$ cat src/rtl/datapath_arbiter_if.sv
// datapath_arbiter_if: client request/response and controller start/done bundle for datapath_arbiter
interface datapath_arbiter_if #(
  parameter int N = 4,
  parameter int W = 8
);
  logic [N-1:0]   req;
  logic [N*W-1:0] x_in;
  logic [N-1:0]   gnt;
  logic [N-1:0]   rsp_valid;
  logic [W-1:0]   rsp_data;
  logic           rsp_err;
  logic           ctrl_inicio;
  logic [W-1:0]   ctrl_x;
  logic           ctrl_done;
  logic [W-1:0]   ctrl_result;
  logic           ctrl_rst;
  modport slave (
    input  req, x_in, ctrl_done, ctrl_result,
    output gnt, rsp_valid, rsp_data, rsp_err, ctrl_inicio, ctrl_x, ctrl_rst
  );
  modport master (
    output req, x_in, ctrl_done, ctrl_result,
    input  gnt, rsp_valid, rsp_data, rsp_err, ctrl_inicio, ctrl_x, ctrl_rst
  );
endinterface

$ cat src/rtl/datapath_arbiter.sv
// datapath_arbiter: round-robin sharing of one start/done controller among N clients; WAIT abort enabled by DP_TIMEOUT_EN
module datapath_arbiter #(
  parameter int N       = 4,
  parameter int W       = 8,
  parameter int TIMEOUT = 16
) (
  input logic               clk,
  input logic               rst,
  datapath_arbiter_if.slave dp_io
);
  localparam int IW = $clog2(N);
  typedef enum logic [1:0] {IDLE, ISSUE, WAIT, RESP} state_t;
  if (N < 2 || N > 8 || TIMEOUT < 1) begin : g_bad_cfg
    $error("datapath_arbiter: unsupported N or TIMEOUT");
  end
  state_t              state_q, state_d;
  logic [IW-1:0]       ptr_q, ptr_d, idx_q, idx_d, win, j;
  logic [N-1:0]        gnt_q, gnt_d, vld_q, vld_d;
  logic [W-1:0]        x_q, x_d, data_q, data_d;
  logic                ini_q, ini_d, found, timeout;
  logic [N-1:0][W-1:0] xv;
  assign xv = dp_io.x_in;
  // first requester after the last served client, wrapping
  always_comb begin
    win = '0;
    j = '0;
    found = 1'b0;
    for (int k = 1; k <= N; k++) begin
      j = IW'((int'(ptr_q) + k) % N);
      if (!found && dp_io.req[j]) begin
        win = j;
        found = 1'b1;
      end
    end
  end
  // transaction sequencing and next values of every registered output
  always_comb begin
    state_d = state_q;
    ptr_d = ptr_q;
    idx_d = idx_q;
    gnt_d = gnt_q;
    x_d = x_q;
    data_d = data_q;
    vld_d = '0;
    ini_d = 1'b0;
    case (state_q)
      IDLE: if (found) begin
        idx_d = win;
        gnt_d = N'(1) << win;
        x_d = xv[win];
        ini_d = 1'b1;
        state_d = ISSUE;
      end
      ISSUE: state_d = WAIT;
      WAIT: if (dp_io.ctrl_done || timeout) begin
        data_d = dp_io.ctrl_done ? dp_io.ctrl_result : '0;
        vld_d = N'(1) << idx_q;
        state_d = RESP;
      end
      default: begin
        gnt_d = '0;
        ptr_d = idx_q;
        state_d = IDLE;
      end
    endcase
  end
  // state and output registers; ptr resets to N-1 so client 0 wins first
  always_ff @(posedge clk) begin
    if (rst) begin
      state_q <= IDLE;
      ptr_q <= IW'(N - 1);
      idx_q <= '0;
      gnt_q <= '0;
      vld_q <= '0;
      x_q <= '0;
      data_q <= '0;
      ini_q <= 1'b0;
    end else begin
      state_q <= state_d;
      ptr_q <= ptr_d;
      idx_q <= idx_d;
      gnt_q <= gnt_d;
      vld_q <= vld_d;
      x_q <= x_d;
      data_q <= data_d;
      ini_q <= ini_d;
    end
  end
`ifdef DP_TIMEOUT_EN
  localparam int CW = $clog2(TIMEOUT + 1);
  logic [CW-1:0] cnt_q, cnt_d;
  logic          err_q, err_d, crst_q;
  assign timeout = state_q == WAIT && !dp_io.ctrl_done && cnt_q + 1'b1 == CW'(TIMEOUT);
  // WAIT cycle count (zero on entry) and error flag; a done in the timeout cycle wins
  always_comb begin
    cnt_d = state_q == WAIT ? cnt_q + 1'b1 : '0;
    err_d = state_q == WAIT && (dp_io.ctrl_done || timeout) ? timeout : err_q;
  end
  // timeout registers; ctrl_rst pulses alongside the aborted response
  always_ff @(posedge clk) begin
    if (rst) begin
      cnt_q <= '0;
      err_q <= 1'b0;
      crst_q <= 1'b0;
    end else begin
      cnt_q <= cnt_d;
      err_q <= err_d;
      crst_q <= timeout;
    end
  end
  assign dp_io.rsp_err = err_q;
  assign dp_io.ctrl_rst = crst_q;
`else
  assign timeout = 1'b0;
  assign dp_io.rsp_err = 1'b0;
  assign dp_io.ctrl_rst = 1'b0;
`endif
  assign dp_io.gnt = gnt_q;
  assign dp_io.rsp_valid = vld_q;
  assign dp_io.rsp_data = data_q;
  assign dp_io.ctrl_inicio = ini_q;
  assign dp_io.ctrl_x = x_q;
endmodule

$ cat src/flat_wrapper.sv
// flat-port wrapper written by rule: the top's interface ports become plain ports
module datapath_arbiter_flat 
#(
  parameter int N       = 4,
  parameter int W       = 8,
  parameter int TIMEOUT = 16
)
  (clk, rst, dp_io_req, dp_io_x_in, dp_io_ctrl_done, dp_io_ctrl_result, dp_io_gnt, dp_io_rsp_valid, dp_io_rsp_data, dp_io_rsp_err, dp_io_ctrl_inicio, dp_io_ctrl_x, dp_io_ctrl_rst);
  datapath_arbiter_if #(.N(N), .W(W)) dp_io_i ();
  input logic clk;
  input logic rst;
  input wire logic [$bits(dp_io_i.req)-1:0] dp_io_req;
  input wire logic [$bits(dp_io_i.x_in)-1:0] dp_io_x_in;
  input wire logic [$bits(dp_io_i.ctrl_done)-1:0] dp_io_ctrl_done;
  input wire logic [$bits(dp_io_i.ctrl_result)-1:0] dp_io_ctrl_result;
  output wire logic [$bits(dp_io_i.gnt)-1:0] dp_io_gnt;
  output wire logic [$bits(dp_io_i.rsp_valid)-1:0] dp_io_rsp_valid;
  output wire logic [$bits(dp_io_i.rsp_data)-1:0] dp_io_rsp_data;
  output wire logic [$bits(dp_io_i.rsp_err)-1:0] dp_io_rsp_err;
  output wire logic [$bits(dp_io_i.ctrl_inicio)-1:0] dp_io_ctrl_inicio;
  output wire logic [$bits(dp_io_i.ctrl_x)-1:0] dp_io_ctrl_x;
  output wire logic [$bits(dp_io_i.ctrl_rst)-1:0] dp_io_ctrl_rst;
  assign dp_io_i.req = dp_io_req;
  assign dp_io_i.x_in = dp_io_x_in;
  assign dp_io_i.ctrl_done = dp_io_ctrl_done;
  assign dp_io_i.ctrl_result = dp_io_ctrl_result;
  assign dp_io_gnt = dp_io_i.gnt;
  assign dp_io_rsp_valid = dp_io_i.rsp_valid;
  assign dp_io_rsp_data = dp_io_i.rsp_data;
  assign dp_io_rsp_err = dp_io_i.rsp_err;
  assign dp_io_ctrl_inicio = dp_io_i.ctrl_inicio;
  assign dp_io_ctrl_x = dp_io_i.ctrl_x;
  assign dp_io_ctrl_rst = dp_io_i.ctrl_rst;
  datapath_arbiter #(.N(N), .W(W), .TIMEOUT(TIMEOUT)) u_core (.clk(clk), .rst(rst), .dp_io(dp_io_i));
endmodule
$ cat config.mk
export PLATFORM = sky130hd
export DESIGN_NAME = datapath_arbiter_flat
export DESIGN_NICKNAME = d
export VERILOG_FILES = /design/src/rtl/datapath_arbiter_if.sv /design/src/rtl/datapath_arbiter.sv /design/src/flat_wrapper.sv
export SDC_FILE = /design/constraint.sdc
export NUM_CORES = 1
export LEC_CHECK = 0
export BUFFER_PORTS_ARGS = -buffer_cell sky130_fd_sc_hd__buf_2
export CORE_MARGIN = 3
export CORE_UTILIZATION = 35
export DETAILED_ROUTE_END_ITERATION = 12
export GPL_TIMING_DRIVEN = 0
export HOLD_SLACK_MARGIN = 0.12
export RECOVER_POWER = 100
export SETUP_SLACK_MARGIN = 0.1
export SLEW_MARGIN = 40
export SYNTH_ARGS = -nofsm -noshare
export SYNTH_HDL_FRONTEND = slang
export SYNTH_SLANG_ARGS = --single-unit
$ cat constraint.sdc
create_clock -name clk -period 2.9 [get_ports clk]
set_input_delay 0 -clock clk [delete_from_list [all_inputs] [get_ports clk]]
set_output_delay 0 -clock clk [all_outputs]
set_load 0.05 [all_outputs]
; ---- Word-level counts from Yosys, hierarchy flattened
; Index checks and enable logic that the tools add are counted.
[totals]
out_inout_bits = 27
register_bits = 31
input_bits = 47
wordCells = 66
[op_classes]
n_eq_ne = 4
reduce_logical = 15
add_sub_neg = 4
n_shift = 2
muxes = 24
magnitude_cmp = 5
bitwise = 4
[ops]
columns = operator, n
row1 = 8-bit binary-select mux with 2-bit select, 1
row2 = "2-bit by 3-bit < comparator with 1-bit output, second input constant", 5
row3 = 2-bit two-way mux, 6
row4 = 1-bit two-way mux, 9
row5 = 1-bit binary-select mux with 2-bit select, 4
row6 = 8-bit two-way mux, 1
row7 = 4-bit case mux with 2 select lines, 1
row8 = 2-bit AND reduction, 4
row9 = "1-bit by 2-bit << shifter with 4-bit output, first input constant", 2
row10 = 2-bit case mux with 3 select lines, 1
row11 = 3-bit OR reduction, 2
row12 = "2-bit by 1-bit adder with 2-bit output, second input constant", 2
row13 = "2-bit adder, second input constant", 2
row14 = 4-bit two-way mux, 1
row15 = 1-bit NOT, 4
row16 = 2-bit OR reduction, 2
row17 = 1-bit logical AND, 3
row18 = 1-bit logical NOT, 3
row19 = "2-bit by 1-bit equality test with 1-bit output, second input constant", 1
row20 = "2-bit equality test, second input constant", 1
row21 = 2-bit logical NOT, 1
row22 = "2-bit by 1-bit != test with 1-bit output, second input constant", 1
row23 = "2-bit != test, second input constant", 1

; ---- Longest topological paths before layout
; Gate-level depths: netlist of the first run.
[depth]
ltp_word = 16
depth_mapped = 8
depth_no_buf = 7

; ---- Least setup slack after synthesis of the first run
; Ideal clock, no wire load.
[synth_path]
kind = register -> register
startpoint = reg u_core.ptr_q[0]
endpoint = reg u_core.x_q[0], in the netlist u_core.dp_io.ctrl_x[0]
period_less_slack_ps = 1631
path_stages_with_launch = 7
required_ps = 2781
arrival_time_ps = 1512
n_path_buf = 1
slack_ps = 1269
setup_time_ps = 119
path_cell_list = dfxtp_1 -> inv_1 -> a221oi_1 -> o32ai_2 -> buf_6 -> mux2_1 -> o221a_2
[synth_via]
elab_chain_cells = 15
elab_cells_between_ends = 29
cone_classes = add/sub: 4 / mux: 18 / reduce/logical: 7
[synth_rtl]
columns = element, line
row1 = from (decl), datapath_arbiter.sv:17  ; logic [IW-1:0] ptr_q, ptr_d, idx_q, idx_d, win, j;
row2 = from (signal assigned), datapath_arbiter.sv:71  ; ptr_q <= IW'(N - 1);
row3 = from (signal assigned), datapath_arbiter.sv:80  ; ptr_q <= ptr_d;
row4 = 2-bit by 1-bit adder with 2-bit output, datapath_arbiter.sv:29  ; j = IW'((int'(ptr_q) + k) % N);
row5 = 1-bit binary-select mux with 2-bit select, datapath_arbiter.sv:30  ; if (!found && dp_io.req[j]) begin
row6 = 1-bit two-way mux (implied by the code), datapath_arbiter.sv:30
row7 = 1-bit two-way mux, datapath_arbiter.sv:30
row8 = 1-bit logical NOT, datapath_arbiter.sv:30
row9 = 1-bit logical AND, datapath_arbiter.sv:30
row10 = 1-bit two-way mux, datapath_arbiter.sv:30
row11 = 1-bit logical NOT, datapath_arbiter.sv:30
row12 = 1-bit logical AND, datapath_arbiter.sv:30
row13 = 1-bit two-way mux, datapath_arbiter.sv:30
row14 = 1-bit logical NOT, datapath_arbiter.sv:30
row15 = 1-bit logical AND, datapath_arbiter.sv:30
row16 = 2-bit two-way mux, datapath_arbiter.sv:30
row17 = 8-bit binary-select mux with 2-bit select, datapath_arbiter.sv:50  ; x_d = xv[win];
row18 = 8-bit two-way mux (implied by the code), datapath_arbiter.sv:50
row19 = to (signal assigned), datapath_arbiter.sv:75  ; x_q <= '0;
row20 = to (signal assigned), datapath_arbiter.sv:84  ; x_q <= x_d;
row21 = to (decl), datapath_arbiter.sv:19  ; logic [W-1:0] x_q, x_d, data_q, data_d;
; Several ways; a longest one is shown, not always the timed one. The select of a mux whose other input is x is not followed.
; A chain may end at the register's enable or synchronous reset.

; ---- Worst setup path in the final report of the first run
[layout_path]
startpoint = reg u_core.ptr_q[0]
endpoint = reg u_core.x_q[5], in the netlist u_core.dp_io.ctrl_x[5]
; Same word-level chain as after synthesis.

==> results by stage, run 1 <==
Floorplanning:
- The y dimension of the die is 71.7 um.
- The number of top-level design ports is 74.
- The starting density of the core is 37.0%.
- The full die area is 5140 sq um.
- The total area inside the core boundary comes to 4090 sq um.
- The placement row count is 23.
- The die span in x is 71.7 um.

Routing:
- Dividing the detail-routed via count by the number of cells gives 4.73.
- For this run, design rule violations remaining after detail routing come to 0.
- The pre-antenna-repair detailed-routing pass consisted of 4 iterations.
- The post-route antenna net violation count is 0.
- After detailed routing, the average wire length per cell comes to 12.8 um.
- The wire length after detailed routing is 4300 um.
- The first routing iteration left 68 violations.
- The total via count in the routed design is 1,593.

Critical path:
- The capture point of the worst reg-to-reg path is u_core.dp_io.ctrl_x[5].
- Data on the critical path is required at its endpoint by 3.08 ns.
- The critical path starts at u_core.ptr_q[0].
- The depth of the most critical reg-to-reg path is 7.
- The startpoint identified for the worst register-to-register timing path is u_core.ptr_q[0].
- The kind of start point of the critical path is a register.
- Across all register-to-register paths, the minimum setup slack is 0.37 ns.
- The type of the setup path with the least slack is reg -> reg.
- The worst-path maximum fanout is 10.
- The kind of end point of the critical path is a register.
- The data arrival time of the critical path is 2.71 ns.

Timing:
- Timing would allow up to 395 MHz.
- The max-slew violation count is 0.
- For the pin with the worst max-slew slack, the measured transition is 0.626 ns.
- Setup violations remaining at the end of the flow were counted as 0.
- The worst pin sits at a relative slew slack of 58.5%.
- Setup repair after global routing left no endpoint under its margin.
- In the final timing run, aggregate negative setup slack is 0 ns.
- The hold violation total from the final report was 0.
- The part of the cycle the worst path needs is 87.3%.
- Counting I/O delays and the setup requirement, the final critical path takes 2.53 ns.
- On the final layout, the worst clock skew is 0.00617 ns.

Hold path:
- The destination of the worst hold path is u_core.dp_io.gnt[3].
- The min-delay analysis places its worst path in the category in -> reg.
- The launch point of the worst hold path is rst.
- The worst hold path was traced through 2 stages.

CTS:
- The TritonCTS clock tree is built.
- The root buffer cell chosen for the clock tree is sky130_fd_sc_hd__clkbuf_8.
- The source-to-sink clock delay at the later pin of the worst-skew pair is 0.28 ns.
- The number of H-tree levels is 2.
- The number of buffers between clock root and the deepest sink is 2.
- The quantity of gates resized following cts is 0.
- The number of clock buffers added by TritonCTS is 5.
- After clock tree synthesis, the clock-pin slew on the worst setup and hold paths is 0.06 ns.
- The number of sinks on the clock net is 31.

Synthesis:
- The count of yosys warnings during synthesis is 0.
- The sequential cell area fraction in the yosys report is 41.1%.
- The netlist area before placement is 1510 sq um.
- The number of distinct library cells after synthesis is 34.
- The cell count after synthesis came out at 168.
- The count of state elements after synthesis is 31.
- After synthesis, the mean cell area works out to 9.00 sq um.

GRT:
- Entering global routing, the biggest net connects 11 pins.
- The total global routing overflow is 0.
- The via count of the first global-routing pass is 1,641.
- The overall track demand over capacity in global routing is 17.6%.
- The first global-routing pass estimated 7040 um of wire.
- The number of antenna violations at the first check in global routing is 0.

Pwr:
- For this design the static power due to leakage is 1.02 nW.
- The power density relative to cell area is 845 nW/um^2.
- The total power after layout is 2.02 mW.
- The worst-case IR drop observed on VDD is 0.000425 V.

Place:
- During placement, the flow inserted port buffers numbering 70.
- The number of placed instances, taps included, is 289.
- Routability-driven placement finished with a final weighted congestion of 0.703.
- The post-DP HPWL is 2710 um.

Run:
- The number of maximum-capacitance constraint violations is 0.

Layout:
- The antenna diode count is 0.
- The number of non-filler instances in the completed layout is 337.
- From synthesis to final layout, the design area changed by 58.4%.
- The fraction of final layout cells sized beyond drive strength 1 is 26.5%.
- The number of filler cells placed in the layout is 370.
- The leading cell type in the layout, fill and taps excluded is sky130_fd_sc_hd__buf_2.
- The net count reported at finish is 336.
- In the layout the commonest cells are 45 x sky130_fd_sc_hd__buf_2, 40 x sky130_fd_sc_hd__dlygate4sd3_1, 34 x sky130_fd_sc_hd__clkbuf_1, 31 x sky130_fd_sc_hd__dfxtp_1, 25 x sky130_fd_sc_hd__nand2_1.

Run status:
- The flow ran to the end, and the final reports show no timing, DRC or antenna violations.
[cells by family after synthesis]
logic type / after synthesis / synth area share (%)
adders and majority gates: 3 / 2.48
other: 1 / 0.248
buffers and inverters: 19 / 6.46
AOI/OAI and AO/OA: 29 / 15.0
muxes: 18 / 13.2
DFF: 31 / 41.1
and+or+nand+nor: 67 / 21.5
[worst max-delay path by stage]
stage	cells past startpoint	to
after floorplan	6	u_core.dp_io.ctrl_x[0]
after global placement	6	u_core.dp_io.ctrl_x[5]
after detailed placement	6	u_core.dp_io.ctrl_x[3]
after CTS	7	u_core.dp_io.ctrl_x[5]
after global routing	7	u_core.dp_io.ctrl_x[2]
final	7	u_core.dp_io.ctrl_x[5]
[stage by stage]
stage / hold WS (ns) / setup slack [ns] / instance area (sq um) / utilization (%)
after CTS: 0.123 / 0.590 / 2430 / 59.4
after floorplan: 0.136 / 1.27 / 1520 / -
after global routing: 0.141 / 0.254 / 2390 / 58.6
after detailed placement: 0.250 / 1.15 / 1930 / 47.2
final: 0.127 / 0.369 / 2390 / 58.6
after global placement: 0.243 / 1.13 / 1930 / 47.2
[per-layer routing]
layer  track usage (%)  vias up  wire length, um
li1                  -      814                -
met1              19.2      705             1730
met2              29.6       64             2090
met3              6.31       10              406
met4              9.60        0               73
met5                 0        -                0
[worst max-delay path, stage by stage, from the launching register on]
cell and delay, ns:
sky130_fd_sc_hd__dfxtp_1 0.32, sky130_fd_sc_hd__nor2b_1 0.17, sky130_fd_sc_hd__nor3_1 0.09, sky130_fd_sc_hd__o32ai_2 0.21
sky130_fd_sc_hd__clkbuf_1 0.45, sky130_fd_sc_hd__mux2_2 0.38, sky130_fd_sc_hd__dlygate4sd3_1 0.57, sky130_fd_sc_hd__o221a_2 0.25
[repair_timing]
action | CTS | global route
endpoints found under the hold margin | 17 | 0
hold buffers | 40 | 0
buffers inserted | 0 | 0
[registers in the layout, summed over array words and instances, names as in the netlist]
register	cells
u_core.state_q	2
u_core.dp_io.rsp_data	8
u_core.dp_io.gnt	4
u_core.idx_q	2
u_core.ptr_q	2
u_core.dp_io.rsp_valid	4
u_core.dp_io.ctrl_x	8
u_core.dp_io.ctrl_inicio	1
[where the power goes]
part           total (mW)  internal, mW  switching (mW)
clock network       0.371         0.216           0.155
logic                1.05         0.386           0.662
registers           0.603         0.537          0.0655
total                2.02          1.14           0.883
[layout make-up]
class | count | area, sq um | area share, %
plain buffers | 12 | 67.6 | 2.82
clock buffers | 8 | 100 | 4.18
inverters | 7 | 26.3 | 1.10
multi-input cells | 119 | 797 | 33.3
flip-flops and latches | 31 | 621 | 25.9
well taps | 50 | 62.6 | 2.61
repair buffers | 110 | 719 | 30.1
[synth_stat cells]
library cell / instances / area share (%)
sky130_fd_sc_hd__a21oi_1: 13 / 4.3
sky130_fd_sc_hd__a22oi_1: 1 / 0.50
sky130_fd_sc_hd__and4b_1: 1 / 0.66
sky130_fd_sc_hd__nand2_1: 25 / 6.2
sky130_fd_sc_hd__nor2_1: 22 / 5.5
sky130_fd_sc_hd__conb_1: 1 / 0.25
sky130_fd_sc_hd__nand2b_4: 1 / 0.91
sky130_fd_sc_hd__o311a_1: 1 / 0.66
sky130_fd_sc_hd__nor2b_1: 2 / 0.83
sky130_fd_sc_hd__or3_1: 2 / 0.83
sky130_fd_sc_hd__o21ai_0: 1 / 0.33
sky130_fd_sc_hd__buf_4: 3 / 1.5
sky130_fd_sc_hd__clkbuf_1: 6 / 1.5
sky130_fd_sc_hd__o32ai_2: 1 / 1.1
sky130_fd_sc_hd__mux2_2: 8 / 6.0
sky130_fd_sc_hd__nand2b_1: 2 / 0.83
sky130_fd_sc_hd__o211ai_1: 2 / 0.99
sky130_fd_sc_hd__inv_1: 7 / 1.7
sky130_fd_sc_hd__and2_1: 2 / 0.83
sky130_fd_sc_hd__a221oi_1: 1 / 0.58
sky130_fd_sc_hd__o221a_2: 8 / 6.0
sky130_fd_sc_hd__a21oi_2: 1 / 0.58
sky130_fd_sc_hd__and2b_1: 1 / 0.50
sky130_fd_sc_hd__nor3_1: 1 / 0.33
sky130_fd_sc_hd__buf_6: 2 / 1.5
sky130_fd_sc_hd__buf_1: 1 / 0.25
sky130_fd_sc_hd__or3b_1: 3 / 1.7
sky130_fd_sc_hd__nor4_1: 2 / 0.83
sky130_fd_sc_hd__dfxtp_1: 31 / 41
sky130_fd_sc_hd__mux2i_1: 2 / 1.3
sky130_fd_sc_hd__ha_1: 3 / 2.5
sky130_fd_sc_hd__mux2_1: 8 / 6.0
sky130_fd_sc_hd__or2_2: 1 / 0.41
sky130_fd_sc_hd__nor4b_1: 2 / 1.2
Power figures use the tool's default switching activity.
==> run 2, diff against run 1 <==
Settings changed: MAX_ROUTING_LAYER set to met4.
==> run 2 against run 1 <==
Net effect: count of clock-buffer cells in the layout is the same; setup slack is essentially flat; design area is the same; highest routed layer unchanged.
==> results by stage, run 2 (synthesis gave the netlist of run 1 again) <==
Run status:
- The flow ran to the end, and the final reports show no timing, DRC or antenna violations.

Floorplanning:
- The number of top-level design ports was 74 (unchanged).
- The die span in x is 71.7 um (unchanged).
- The starting density of the core was 37.0% (unchanged).
- The y dimension of the die is 71.7 um (unchanged).
- The placement row count is 23 (unchanged).
- The core region area is 4090 sq um (unchanged).
- The full die area was 5140 sq um (unchanged).

Layout:
- The library cells used most frequently in the layout, excluding fill and tap cells, are 45 x sky130_fd_sc_hd__buf_2, 40 x sky130_fd_sc_hd__dlygate4sd3_1, 34 x sky130_fd_sc_hd__clkbuf_1, 31 x sky130_fd_sc_hd__dfxtp_1, 25 x sky130_fd_sc_hd__nand2_1.
- The fraction of final layout cells sized beyond drive strength 1 is 26.5% (unchanged).
- The area added between synthesis and finish is 58.4% (unchanged).
- The antenna diode count is 0 (unchanged).
- The net count reported at finish is 336 (unchanged).
- The library cell used most frequently in the layout, excluding fill and tap cells, is sky130_fd_sc_hd__buf_2.

CTS:
- The TritonCTS clock tree is built.
- The number of sinks on the clock net was 31 (unchanged).
- The number of H-tree levels is 2 (unchanged).
- The quantity of gates resized following cts is 0 (unchanged).
- The source-to-sink clock delay at the later pin of the worst-skew pair was 0.28 ns (about the same).
- The number of buffers between clock root and the deepest sink came to 2 (unchanged).
- The root buffer selected by CTS is sky130_fd_sc_hd__clkbuf_8.
- The clock input transition at the sequential cells of the worst setup and hold paths was 0.06 ns (about the same).
- The total CTS buffers is 5 (unchanged).

GRT:
- The fraction of met1 tracks used by global routing is 19.2% (unchanged).
- The total global routing overflow came to 0 (unchanged).
- The via count of the first global-routing pass is 1,643 (+0.12%).
- The number of antenna violations at the first check in global routing was 0 (unchanged).
- The global-route met3 utilization was 6.17% (-0.14 points).
- The global-route wire length before repair is 7020 um (-0.20%).
- The overall track demand over capacity in global routing is 18.1% (+0.52 points).
- In this run the most used layer during global routing was met2.
- The met2 routing resource usage after global routing is 29.7% (+0.10 points).
- The largest net degree at the start of global routing was 11 (unchanged).

Critical path:
- STA classifies the critical path endpoint as a register.
- The startpoint identified for the worst register-to-register timing path is u_core.ptr_q[0].
- STA classifies the critical path startpoint as a register.
- The critical path is of the reg -> reg type.
- The data arrival time of the critical path was 2.71 ns (about the same).
- The worst-path maximum fanout is 10 (unchanged).
- The launch point of the worst path is u_core.ptr_q[0].
- The worst path required time is 3.08 ns (about the same).

Place:
- The last weighted congestion value of the routability-driven placer came to 0.710 (+1.1%).
- The number of port buffers is 70 (unchanged).
- The post-DP HPWL was 2710 um (unchanged).
- The post-placement setup slack is 1.15 ns (unchanged).

Timing:
- The clock period minus worst slack came to 2.53 ns (+0.000132 ns).
- The hold violation total from the final report was 0 (unchanged).
- Setup repair after global routing left no endpoint under its margin.
- The worst max-slew margin expressed relative to the limit is 58.5% (about the same).
- The max-slew violation count is 0 (unchanged).
- The final setup violation count was 0 (unchanged).
- The final critical-path setup slack is 0.369 ns (-0.000132 ns).
- The part of the cycle the worst path needs was 87.3% (about the same).
- The timing-limited maximum frequency is 395 MHz (about the same).
- The setup TNS after final layout is 0 ns (unchanged).
- The slew at the pin with the worst max-slew slack was 0.625 ns (-0.000374 ns).
- The setup clock skew after layout is 0.00604 ns (-0.000127 ns).

Pwr:
- The total power after layout is 2.02 mW (about the same).
- The leakage power is 1.02 nW (unchanged).
- The power density relative to cell area was 845 nW/um^2 (about the same).
- The worst ir drop on vdd is 0.000425 V (about the same).

Routing:
- The iteration count of the initial detailed-routing pass is 4 (unchanged).
- The wire length after detailed routing is 4300 um (-0.19%).
- The count of routing violations after the opening detailed-route iteration was 71 (+4.4%).
- The routed wire length per instance is 12.7 um (-0.19%).
- The via-per-instance ratio is 4.73 (unchanged).
- The post-route antenna net violation count came to 0 (unchanged).
- The total via count in the routed design is 1,593 (unchanged).
- The final routed DRC violation total is 0 (unchanged).

Hold path:
- The type of the tightest min-delay check is in -> reg.
- In this run the most critical hold path is launched from rst.

Run:
- The number of maximum-capacitance constraint violations was 0 (unchanged).
-- run 2: critical path: stages, from the launching register on --
cell                            delay, ns
sky130_fd_sc_hd__dfxtp_1             0.32
sky130_fd_sc_hd__nor2b_1             0.17
sky130_fd_sc_hd__nor3_1              0.09
sky130_fd_sc_hd__o32ai_2             0.21
sky130_fd_sc_hd__clkbuf_1            0.45
sky130_fd_sc_hd__mux2_2              0.38
sky130_fd_sc_hd__dlygate4sd3_1       0.57
sky130_fd_sc_hd__o221a_2             0.25
-- run 2: final timing paths --
check | end | slack [ns] | depth (start not counted)
max | u_core.dp_io.ctrl_x[5] | 0.37 | 7
min | u_core.dp_io.gnt[3] | 0.13 | 2
max reg2reg | u_core.dp_io.ctrl_x[5] | 0.37 | 7
min reg2reg | u_core.dp_io.rsp_data[7] | 0.45 | 2
-- run 2: final cells by class --
type / instances / area, sq um
plain buffers: 12 / 67.6
fillers: 370 / 1690
well taps: 50 / 62.6
repair buffers: 110 / 719
inverters: 7 / 26.3
clock buffers: 8 / 100
flip-flops and latches: 31 / 621
multi-input cells: 119 / 797
-- run 2: metal layers --
| layer | wire length, um | vias to the layer above |
|---|---|---|
| met2 | 2100 | 64 |
| met4 | 70 | 0 |
| li1 | - | 814 |
| met1 | 1730 | 705 |
| met3 | 401 | 10 |
| met5 | 0 | - |
-- run 2: metrics by stage --
| step | hold slack (ns) | std cells | instance area (sq um) | util (%) |
|---|---|---|---|---|
| after floorplan | 0.136 | 169 | 1520 | - |
| after global placement | 0.243 | 289 | 1930 | 47.2 |
| after detailed placement | 0.250 | 289 | 1930 | 47.2 |
| after CTS | 0.123 | 337 | 2430 | 59.4 |
| after global routing | 0.141 | 337 | 2390 | 58.6 |
| final | 0.126 | 337 | 2390 | 58.6 |
-- run 2: power by group --
part	switching, mW	internal [mW]
sequential	0.0648	0.537
clock	0.155	0.216
combinational	0.662	0.386
-- run 2: repair_timing --
action / in CTS / in global routing
hold endpoints to repair: 17 / 0
hold buffers: 40 / 0
setup buffers: 0 / 0
==> run 3, diff against run 2 <==
==> constraint.sdc (replaced) <==
create_clock -name clk -period 2.5 [get_ports clk]
set_input_delay 0 -clock clk [delete_from_list [all_inputs] [get_ports clk]]
set_output_delay 0 -clock clk [all_outputs]
set_load 0.1 [all_outputs]
==> run 3 against run 2 <==
Net effect: combinational power grew 49%; flip-flop and latch count unchanged; cell count did not move; via count rose by 0.19%; core utilization down 0.12 points; largest power group unchanged; highest routed layer unchanged.
==> results by stage, run 3 (synthesis gave the netlist of run 1 again) <==
Run status:
- The flow ran to the end, and the final reports show no timing, DRC or antenna violations.

Pwr:
- The worst ir drop on vdd is 0.000615 V (+45%).
- The switching part of the total is 51.6% (+8.0 points).
- The leakage power is 1.02 nW (-0.10%).
- The power density relative to cell area is 1130 nW/um^2 (+33%).
- The power share of the combinational group is 57.9% (+6.0 points).
- The part of the total power dissipated in sequential elements is 26.0% (-3.8 points).
- The clock network fraction of total power is 16.1% (-2.3 points).
- The switching component of the power is 1.39 mW (+58%).
- The internal power component is 1.30 mW (+14%).
- The total power after layout is 2.69 mW (+33%).

Timing:
- The final setup violation count is 0 (unchanged).
- The setup TNS after final layout was 0 ns (unchanged).
- The worst max-slew margin expressed relative to the limit is 20.7% (-38 points).
- The slew at the pin with the worst max-slew slack came to 1.19 ns (+0.569 ns).
- Setup repair after global routing left no endpoint under its margin.
- The setup clock skew after layout is 0.00676 ns (+0.000718 ns).
- The part of the cycle the worst path needs was 91.6% (+4.4 points).
- The clock period minus worst slack is 2.29 ns (-0.240 ns).
- The max-slew violation count came to 0 (unchanged).
- The hold violation total from the final report is 0 (unchanged).
- The timing-limited maximum frequency is 436 MHz (+10%).

Layout:
- The area of combinational cells with multiple inputs was 796 sq um (-0.16%).
- Leaving out fill and tap cells, the most frequent cell in the layout is sky130_fd_sc_hd__buf_2.
- The antenna diode count came to 0 (unchanged).
- The area added between synthesis and finish is 58.0%.
- The net count reported at finish is 336 (unchanged).
- The library cells used most frequently in the layout, excluding fill and tap cells, are 45 x sky130_fd_sc_hd__buf_2, 40 x sky130_fd_sc_hd__dlygate4sd3_1, 34 x sky130_fd_sc_hd__clkbuf_1, 31 x sky130_fd_sc_hd__dfxtp_1, 25 x sky130_fd_sc_hd__nand2_1.
- The area taken by flip-flops and latches is 621 sq um (unchanged).
- The fraction of final layout cells sized beyond drive strength 1 is 26.5% (unchanged).
- The final standard cell area without fillers was 2390 sq um (-0.21%).
- The number of filler cells placed in the layout is 371 (+0.27%).

Floorplanning:
- The die span in x is 71.7 um (unchanged).
- The starting density of the core is 37.0% (unchanged).
- The placement row count is 23 (unchanged).
- The core region area came to 4090 sq um (unchanged).
- The y dimension of the die came to 71.7 um (unchanged).
- The full die area was 5140 sq um (unchanged).
- The number of top-level design ports is 74 (unchanged).

Hold path:
- The type of the tightest min-delay check is in -> reg.

GRT:
- The largest net degree at the start of global routing is 11 (unchanged).
- The global-route wire length before repair was 7020 um (unchanged).
- The number of antenna violations at the first check in global routing is 0 (unchanged).
- The total global routing overflow is 0 (unchanged).
- The via count of the first global-routing pass came to 1,643 (unchanged).
- The overall track demand over capacity in global routing is 18.1% (unchanged).

Critical path:
- The data arrival time of the critical path is 2.47 ns (-0.24 ns).
- The worst-path maximum fanout is 10 (unchanged).
- The kind of start point of the critical path is a register.
- The type of the setup path with the least slack is reg -> reg.
- The kind of end point of the critical path is a register.
- The worst path required time was 2.68 ns (-0.40 ns).

Routing:
- The post-route antenna net violation count was 0 (unchanged).
- The routed wire length per instance is 12.8 um (+0.23%).
- The wire length after detailed routing is 4310 um (+0.23%).
- The count of routing violations after the opening detailed-route iteration was 65 (-8.5%).
- The iteration count of the initial detailed-routing pass is 4 (unchanged).
- The final routed DRC violation total is 0 (unchanged).
- The via-per-instance ratio is 4.74 (+0.19%).
- The total via count in the routed design came to 1,596 (+0.19%).

CTS:
- The number of sinks on the clock net was 31 (unchanged).
- The total CTS buffers is 5 (unchanged).
- The root buffer selected by CTS is sky130_fd_sc_hd__clkbuf_8.
- The TritonCTS clock tree is built.
- The number of buffers between clock root and the deepest sink is 2 (unchanged).
- The source-to-sink clock delay at the later pin of the worst-skew pair is 0.29 ns (about the same).
- The clock input transition at the sequential cells of the worst setup and hold paths is 0.06 ns (about the same).
- The number of H-tree levels is 2 (unchanged).

Run:
- The number of maximum-capacitance constraint violations is 0 (unchanged).

Place:
- The last weighted congestion value of the routability-driven placer is 0.710 (unchanged).
- The post-DP HPWL was 2710 um (unchanged).
- The placed cell area is 1930 sq um (unchanged).
- The number of port buffers is 70 (unchanged).
[run 3: cell counts in the layout (fill, tap and decap cells not counted)]
Identical to the previous run, type by type.
[run 3: critical path: stages (launching register included)]
cell	delay (ns)
sky130_fd_sc_hd__dfxtp_1	0.32
sky130_fd_sc_hd__nor2b_1	0.17
sky130_fd_sc_hd__nor3_1	0.09
sky130_fd_sc_hd__o32ai_2	0.21
sky130_fd_sc_hd__buf_4	0.25
sky130_fd_sc_hd__mux2_2	0.34
sky130_fd_sc_hd__dlygate4sd3_1	0.57
sky130_fd_sc_hd__o221a_2	0.25
[run 3: worst paths after layout]
kind                            slack, ns  cells after the start                  endpoint                      from
worst min register to register       0.45                      2  u_core.dp_io.rsp_data[7]  u_core.dp_io.rsp_data[7]
worst max-delay path                 0.21                      7    u_core.dp_io.ctrl_x[5]           u_core.ptr_q[0]
worst max register to register       0.21                      7    u_core.dp_io.ctrl_x[5]           u_core.ptr_q[0]
worst min-delay path                 0.13                      2       u_core.dp_io.gnt[3]                       rst
[run 3: power by group through the flow]
stage                     registers (mW)  clock network, mW  logic (mW)
after detailed placement           0.704                  0        1.51
after global routing               0.719              0.465        1.66
final                              0.700              0.433        1.56
after global placement             0.702                  0        1.51
after CTS                          0.697              0.444        1.61
after floorplan                     1.40                  0       0.566
[run 3: routing by layer]
layer / up-vias / global-route usage, % / routed length, um
li1: 812 / - / -
met1: 706 / 19.2 / 1730
met2: 67 / 29.7 / 2120
met3: 11 / 6.17 / 389
met4: 0 / 9.60 / 65
met5: - / - / 0
[run 3: cell type report]
class                      count  area share (%)
multi-input combinational    119            33.3
timing repair buffer         110            30.1
sequential                    31            26.0
clock buffer                   8            4.19
buffer                        12            2.67
tap                           50            2.62
inverter                       7            1.10
[run 3: timing repair]
| action | in CTS | in global routing |
|---|---|---|
| setup buffers | 0 | 0 |
| gates resized for setup | 0 | 1 |
| endpoints found under the setup margin | 0 | 7 |
| hold buffers | 40 | 0 |
| endpoints found under the hold margin | 17 | 0 |
[run 3: metrics by stage]
step           hold WS (ns)  utilization (%)  cells  worst slack [ns]
2_1_floorplan         0.136                -    169             0.869
3_3_place_gp          0.243             47.2    289             0.729
3_5_place_dp          0.250             47.2    289             0.748
4_1_cts               0.123             59.4    337             0.190
5_1_grt               0.141             58.5    337             0.112
6_report              0.128             58.5    337             0.209
